--- config.mk ---
export PLATFORM = sky130hd
export DESIGN_NAME = mdu_iter
export DESIGN_NICKNAME = d
export VERILOG_FILES = /design/src/rtl/mdu_iter_pkg.sv /design/src/rtl/mdu_divstep.sv /design/src/rtl/mdu_iter.sv
export SDC_FILE = /design/constraint.sdc
export NUM_CORES = 2
export LEC_CHECK = 0
export ABC_CLOCK_PERIOD_IN_PS = 9000
export CAP_MARGIN = 20
export CELL_PAD_IN_SITES_DETAIL_PLACEMENT = 0
export CELL_PAD_IN_SITES_GLOBAL_PLACEMENT = 2
export CORE_ASPECT_RATIO = 1.25
export CORE_UTILIZATION = 35
export DETAILED_ROUTE_END_ITERATION = 12
export HOLD_SLACK_MARGIN = 0.05
export PLACE_DENSITY_LB_ADDON = 0.25
export SLEW_MARGIN = 20
export SYNTH_ARGS = -nofsm -noshare
export SYNTH_HDL_FRONTEND = slang
export SYNTH_SLANG_ARGS = --single-unit
--- constraint.sdc ---
create_clock -name clk -period 9 [get_ports clk]
set_input_delay 1.8 -clock clk [delete_from_list [all_inputs] [get_ports clk]]
set_output_delay 1.8 -clock clk [all_outputs]
set_load 0.01 [all_outputs]
--- src/rtl/mdu_iter_pkg.sv ---
// Shared types and op decode helpers for the iterative multiply/divide unit.
package mdu_iter_pkg;

    localparam int MDUOP_W = 4;

    typedef enum logic [2:0] {
        OP_MUL    = 3'b000,
        OP_MULH   = 3'b001,
        OP_MULHSU = 3'b010,
        OP_MULHU  = 3'b011,
        OP_DIV    = 3'b100,
        OP_DIVU   = 3'b101,
        OP_REM    = 3'b110,
        OP_REMU   = 3'b111
    } mdu_op_e;

    typedef struct packed {
        logic    word;
        mdu_op_e op;
    } mduop_t;

    typedef enum logic [1:0] {
        ST_IDLE,
        ST_CALC,
        ST_DONE
    } mdu_state_e;

    function automatic logic op1_signed(input mdu_op_e op);
        return op inside {OP_MUL, OP_MULH, OP_MULHSU, OP_DIV, OP_REM};
    endfunction

    function automatic logic op2_signed(input mdu_op_e op);
        return op inside {OP_MUL, OP_MULH, OP_DIV, OP_REM};
    endfunction

    function automatic logic is_rem(input mdu_op_e op);
        return op inside {OP_REM, OP_REMU};
    endfunction

endpackage

--- src/rtl/mdu_divstep.sv ---
// One restoring-divide iteration: shift in the next dividend bit, trial subtract.
module mdu_divstep #(
    parameter int XLEN = 64
) (
    input  logic [XLEN-1:0] rem,
    input  logic            dividend_msb,
    input  logic [XLEN-1:0] divisor,
    output logic [XLEN-1:0] rem_next,
    output logic            q_bit
);

    logic [XLEN:0]   shifted;
    logic [XLEN-1:0] diff;

    assign shifted  = {rem, dividend_msb};
    assign diff     = shifted[XLEN-1:0] - divisor;
    assign q_bit    = (shifted >= {1'b0, divisor});
    assign rem_next = q_bit ? diff : shifted[XLEN-1:0];

endmodule

--- src/rtl/mdu_iter.sv ---
// Iterative RV64M multiply/divide: shift-add multiply, restoring divide,
// valid/ready on both sides, FSM IDLE -> CALC -> DONE.
module mdu_iter
    import mdu_iter_pkg::*;
#(
    parameter int XLEN      = 64,
    parameter bit FAST_ZERO = 1'b1
) (
    input  logic               clk,
    input  logic               rst_n,
    input  logic               flush_i_mdu,
    input  logic               valid_i_mdu,
    output logic               ready_o_mdu,
    input  logic [MDUOP_W-1:0] mduop_i_mdu,
    input  logic [XLEN-1:0]    op1_i_mdu,
    input  logic [XLEN-1:0]    op2_i_mdu,
    output logic               valid_o_mdu,
    input  logic               ready_i_mdu,
    output logic [XLEN-1:0]    result_o_mdu
);

    localparam int CW  = $clog2(XLEN) + 1;
    localparam int WSH = XLEN - 32;

    mdu_state_e      state_q;
    logic [CW-1:0]   cnt_q;
    mdu_op_e         op_q;
    logic            word_q;
    logic            neg_q;
    logic [XLEN-1:0] a_q;
    logic [XLEN:0]   acc_q;
    logic [XLEN-1:0] mpl_q;
    logic [XLEN-1:0] res_q;
    logic            valid_q;
    logic            ready_q;

    mduop_t          req;
    logic            req_w;
    logic [XLEN-1:0] lo1_sx;
    logic [XLEN-1:0] x1;
    logic [XLEN-1:0] x2;
    logic [XLEN-1:0] abs1;
    logic [XLEN-1:0] abs2;
    logic [XLEN-1:0] min_v;
    logic            neg1;
    logic            neg2;
    logic            is_mul_r;
    logic            illegal_r;
    logic            mulz_r;
    logic            divz_r;
    logic            ovf_r;
    logic [XLEN-1:0] fast_res;

    assign req   = mduop_t'(mduop_i_mdu);
    assign req_w = req.word && (XLEN == 64);

    // Operand conditioning at accept: W extension, magnitudes, special cases.
    always_comb begin
        lo1_sx = XLEN'($signed(op1_i_mdu[31:0]));
        x1     = op1_i_mdu;
        x2     = op2_i_mdu;
        min_v  = {1'b1, {(XLEN-1){1'b0}}};
        if (req_w) begin
            x1    = op1_signed(req.op) ? lo1_sx
                                       : XLEN'(op1_i_mdu[31:0]);
            x2    = op2_signed(req.op) ? XLEN'($signed(op2_i_mdu[31:0]))
                                       : XLEN'(op2_i_mdu[31:0]);
            min_v = XLEN'($signed(32'h8000_0000));
        end
        neg1      = op1_signed(req.op) && x1[XLEN-1];
        neg2      = op2_signed(req.op) && x2[XLEN-1];
        abs1      = neg1 ? -x1 : x1;
        abs2      = neg2 ? -x2 : x2;
        is_mul_r  = !req.op[2];
        illegal_r = req_w && is_mul_r && (req.op != OP_MUL);
        mulz_r    = is_mul_r && ((x1 == '0) || (x2 == '0));
        divz_r    = !is_mul_r && (x2 == '0);
        ovf_r     = !is_mul_r && op2_signed(req.op)
                    && (x2 == '1) && (x1 == min_v);
        fast_res  = '0;
        if (divz_r)
            fast_res = is_rem(req.op) ? (req_w ? lo1_sx : op1_i_mdu) : '1;
        else if (ovf_r)
            fast_res = is_rem(req.op) ? '0 : x1;
    end

    logic [XLEN:0]     sum;
    logic [XLEN:0]     acc_n;
    logic [XLEN-1:0]   mpl_n;
    logic [XLEN-1:0]   rem_n;
    logic              q_bit;
    logic [2*XLEN-1:0] prod;
    logic [2*XLEN-1:0] prod_s;
    logic [XLEN-1:0]   dval;
    logic [XLEN-1:0]   dval_s;
    logic [XLEN-1:0]   fix_res;

    mdu_divstep #(
        .XLEN(XLEN)
    ) u_divstep (
        .rem         (acc_q[XLEN-1:0]),
        .dividend_msb(mpl_q[XLEN-1]),
        .divisor     (a_q),
        .rem_next    (rem_n),
        .q_bit       (q_bit)
    );

    always_comb begin
        sum = acc_q + (mpl_q[0] ? {1'b0, a_q} : '0);
        if (op_q[2]) begin
            acc_n = {1'b0, rem_n};
            mpl_n = {mpl_q[XLEN-2:0], q_bit};
        end else begin
            acc_n = {1'b0, sum[XLEN:1]};
            mpl_n = {sum[0], mpl_q[XLEN-1:1]};
        end
    end

    // W multiply runs 32 steps, leaving the low product word in mpl[XLEN-1 -: 32].
    always_comb begin
        prod   = {acc_n[XLEN-1:0], mpl_n};
        prod_s = neg_q ? -prod : prod;
        dval   = is_rem(op_q) ? acc_n[XLEN-1:0] : mpl_n;
        dval_s = neg_q ? -dval : dval;
        if (op_q[2])
            fix_res = word_q ? XLEN'($signed(dval_s[31:0])) : dval_s;
        else if (word_q)
            fix_res = XLEN'($signed(prod_s[XLEN-1 -: 32]));
        else if (op_q == OP_MUL)
            fix_res = prod_s[XLEN-1:0];
        else
            fix_res = prod_s[2*XLEN-1:XLEN];
    end

    always_ff @(posedge clk) begin
        if (!rst_n) begin
            state_q <= ST_IDLE;
            cnt_q   <= '0;
            op_q    <= OP_MUL;
            word_q  <= 1'b0;
            neg_q   <= 1'b0;
            a_q     <= '0;
            acc_q   <= '0;
            mpl_q   <= '0;
            res_q   <= '0;
            valid_q <= 1'b0;
            ready_q <= 1'b1;
        end else if (flush_i_mdu) begin
            state_q <= ST_IDLE;
            cnt_q   <= '0;
            valid_q <= 1'b0;
            ready_q <= 1'b1;
        end else begin
            unique case (state_q)
                ST_IDLE: begin
                    if (valid_i_mdu) begin
                        op_q    <= req.op;
                        word_q  <= req_w;
                        cnt_q   <= req_w ? CW'(32) : CW'(XLEN);
                        acc_q   <= '0;
                        ready_q <= 1'b0;
                        if (is_mul_r) begin
                            a_q   <= abs1;
                            mpl_q <= abs2;
                            neg_q <= neg1 ^ neg2;
                        end else begin
                            a_q   <= abs2;
                            mpl_q <= req_w ? (abs1 << WSH) : abs1;
                            neg_q <= is_rem(req.op) ? neg1
                                     : ((neg1 ^ neg2) && (x2 != '0));
                        end
                        if (illegal_r) begin
                            state_q <= ST_DONE;
                            res_q   <= '0;
                            valid_q <= 1'b1;
                        end else if (FAST_ZERO
                                     && (mulz_r || divz_r || ovf_r)) begin
                            state_q <= ST_DONE;
                            res_q   <= fast_res;
                            valid_q <= 1'b1;
                        end else begin
                            state_q <= ST_CALC;
                        end
                    end
                end
                ST_CALC: begin
                    acc_q <= acc_n;
                    mpl_q <= mpl_n;
                    cnt_q <= cnt_q - CW'(1);
                    if (cnt_q == CW'(1)) begin
                        state_q <= ST_DONE;
                        res_q   <= fix_res;
                        valid_q <= 1'b1;
                    end
                end
                ST_DONE: begin
                    if (ready_i_mdu) begin
                        state_q <= ST_IDLE;
                        valid_q <= 1'b0;
                        ready_q <= 1'b1;
                    end
                end
                default: begin
                    state_q <= ST_IDLE;
                    valid_q <= 1'b0;
                    ready_q <= 1'b1;
                end
            endcase
        end
    end

    assign ready_o_mdu  = ready_q;
    assign valid_o_mdu  = valid_q;
    assign result_o_mdu = res_q;

endmodule
==> impl_metrics.yaml <==
worst_setup_path:
  r2r_end: "result_o_mdu[56]"
  cp_max_fo: 8
  timing.reg2reg.setup_slack_ns: 1.36
  cpMaxStageDelayCell: "or3_2"
  r2r_start: "a_q[60]"
  cpMostUsedCell: "nand2_1"
  startpoint_type: "flop"
  critPathMaxStageDelay_ns: 0.62
  end_kind: "flop"
  arrival_ns: 8.13
  crit_type: "reg2reg"
  critical_path_required_ns: 9.49
  reg2reg_depth: 25
cells_and_area:
  n_fill_cell: 11100
  fin_area_um2: 40300
  multiInputGateArea_um2: 28400
  syn_to_final_growth_pct: 12.5
  final_util_pct: 39.9
  nets: 5676
  area.sequential_um2: 5450
  drive_gt1_share_pct: 6.99
  fin_cells: 6747
global_routing:
  grt_pass1_wl_mm: 308
  grt-ovfl-total: 0
  grt_max_degree: 81
  grt_antenna_before_repair: 3
  grt_pass1_vias: 41400
  grt_usage_pct: 40.8
synth:
  avgSynthCellArea_um2: 6.63
  synthTopCellsByCount: "nor2_1, nand2_1, a21oi_1"
  async_flop_share_pct: 0
  yosysTopAreaCell: "dfxtp_1"
  ys.flop_type: "dfxtp_1"
  ys_ff_latch: 272
  synth_top_area_share_pct: 15.2
  seq_area_frac_synth_pct: 15.2
  synthTopCellsByArea: "dfxtp_1, a21oi_1, nor2_1, nand2_1, o21ai_0"
  synth_edf_count: 0
  synth_warnings: 0
  synth_cell_types: 113
  synth_nets: 5683
  syn_inst: 5409
  syn_area_um2: 35800
  synth_most_common_cell: "nor2_1"
min_path:
  hold_path_class: "reg2reg"
  holdPathEnd: "a_q[18]"
  min_from: "a_q[18]"
  hold_depth: 2
power:
  vdd_ir_drop_max_mv: 0.114
  switchingPower_w: 0.00237
  cellInternalPower_w: 0.00285
  static-leakage-power_nw: 14.9
  p_comb_share_pct: 43.7
  clkPwrFrac_pct: 30.7
  switching_share_pct: 45.4
  seqPwrFrac_pct: 25.6
  p_per_area_nw_per_um2: 129
timing:
  period_share_pct: 84.9
  timing.final.ws_setup_ns: 1.36
  max_slew.worst_pin.slew_ns: 1.31
  setup_tns_ns: 0
  fmax_mhz: 131
  hold_viol: 0
  rsz0062_at_grt: "false"
  slew_headroom_pct: 12.1
  clock_skew_ns: 0.0414
  layout_min_cycle_time_ns: 7.64
  setup_violations: 0
  final_max_slew_viol_count: 0
drt:
  drt_wl_total_mm: 220
  post-route-drc-count: 0
  dr.pass1.iters: 5
  wl_per_cell_um: 32.6
  ant_nets: 0
  detail_route.vias_per_cell: 6.58
  drt_iter0_drc: 5503
  route.vias.total: 44400
clock_network:
  htreeDepth: 2
  clockBufferDepth: 3
  cts.sinks: 272
  cts-resized-gates: 0
  clk_pin_slew_ns: 0.06
  post-cts-setup-buffers: 0
  numCtsBuffers: 38
  tritoncts: "yes"
  clock_latency_ns: 0.61
  clock-root-buffer: "clkbuf_16"
  hold_buffers: 0
placed_design:
  dp_hpwl_mm: 174
  port_buffers: 202
  gp_congestion: 1.06
  place_inst: 6681
  post-place-ws_ns: 1.40
  placed_area_um2: 39100
floorplanning:
  initial_core_util_pct: 35.5
  die_w_um: 288
  core-area_um2: 101000
  die-area_um2: 104000
  num_io_pins: 203
  die_h_um: 360
  rows: 130
outcome:
  outcome: "finished, final reports clean"
run:
  cap_violations: 0
## sequential cells by signal (all words and copies together), names as in the netlist
register / count
a_q: 64
acc_q: 64
mpl_q: 64
result_o_mdu: 64
cnt_q: 7
op_q: 3
state_q: 2
neg_q: 1
ready_o_mdu: 1
valid_o_mdu: 1
word_q: 1
## logic make-up (layout without fill, tap and decap cells)
group	Yosys count	after routing	synth area share, %
simple gates	2070	2070	27.2
compound gates	1975	1975	35.6
buf+inv	522	538	6.00
xor+xnor	298	298	7.28
flops	272	272	15.2
fa+ha+maj	137	137	4.83
mux	135	135	3.91
other cells	0	2	0
## final cells by class
class                      instances  share of cell area, %
timing repair buffer             345                   7.72
clock inverter                    10                  0.289
multi-input combinational       4615                   70.4
sequential                       272                   13.5
inverter                         130                   1.22
antenna                            2                 0.0124
tap                             1320                   4.10
clock buffer                      53                   2.73
## per-layer routing
layer | vias to the layer above | global-route usage [%] | wire [µm]
met5 | - | 0 | 42
met4 | 6 | 23.9 | 15000
met3 | 481 | 7.10 | 19000
met2 | 2374 | 62.4 | 95100
met1 | 21400 | 53.3 | 90600
li1 | 20100 | - | -
## power by group through the flow
stage / sequential (W) / clock (W) / combinational, W
final: 0.00134 / 0.00160 / 0.00228
after detailed placement: 0.00136 / 0 / 0.00218
after CTS: 0.00133 / 0.00160 / 0.00219
after global routing: 0.00134 / 0.00163 / 0.00238
after floorplan: 0.00133 / 0 / 0.00129
after global placement: 0.00136 / 0 / 0.00220
## through the flow
step           total power, W  hold WS (ns)
6_report              0.00522         0.453
5_1_grt               0.00535         0.474
4_1_cts               0.00512         0.454
3_5_place_dp          0.00354         0.446
3_3_place_gp          0.00356         0.441
2_1_floorplan         0.00262         0.432
## worst max path at each step
stage / startpoint / to / cells past startpoint
2_1_floorplan: op_q[2] / result_o_mdu[56] / 31
3_3_place_gp: op2_i_mdu[8] / mpl_q[63] / 14
3_5_place_dp: op2_i_mdu[8] / a_q[57] / 14
5_1_grt: a_q[60] / result_o_mdu[56] / 25
4_1_cts: a_q[60] / result_o_mdu[56] / 25
6_report: a_q[60] / result_o_mdu[56] / 25
## cells in the final DEF, fill, tap and decap left out, drive strengths merged, types with 69 or more instances in the layout
cell type	instances
nor2	662
nand2	611
a21oi	547
o21ai	434
dfxtp	272
clkdlybuf4s50	199
nor3	175
xnor2	169
buf	145
ha	135
inv	131
xor2	129
o211ai	124
a211oi	123
nand3	117
a31oi	114
mux2i	95
nand4	95
a21o	88
o31ai	75
or3	69
## critical path, delay by kind of cell (launching register included)
family | cells | cell delay [ns]
mux | 1 | 0.39
fa+ha+maj | 2 | 0.85
flops | 1 | 0.33
buf+inv | 3 | 0.42
compound gates | 6 | 1.41
simple gates | 13 | 4.09
No activity file was read; power rests on OpenSTA's default activity.
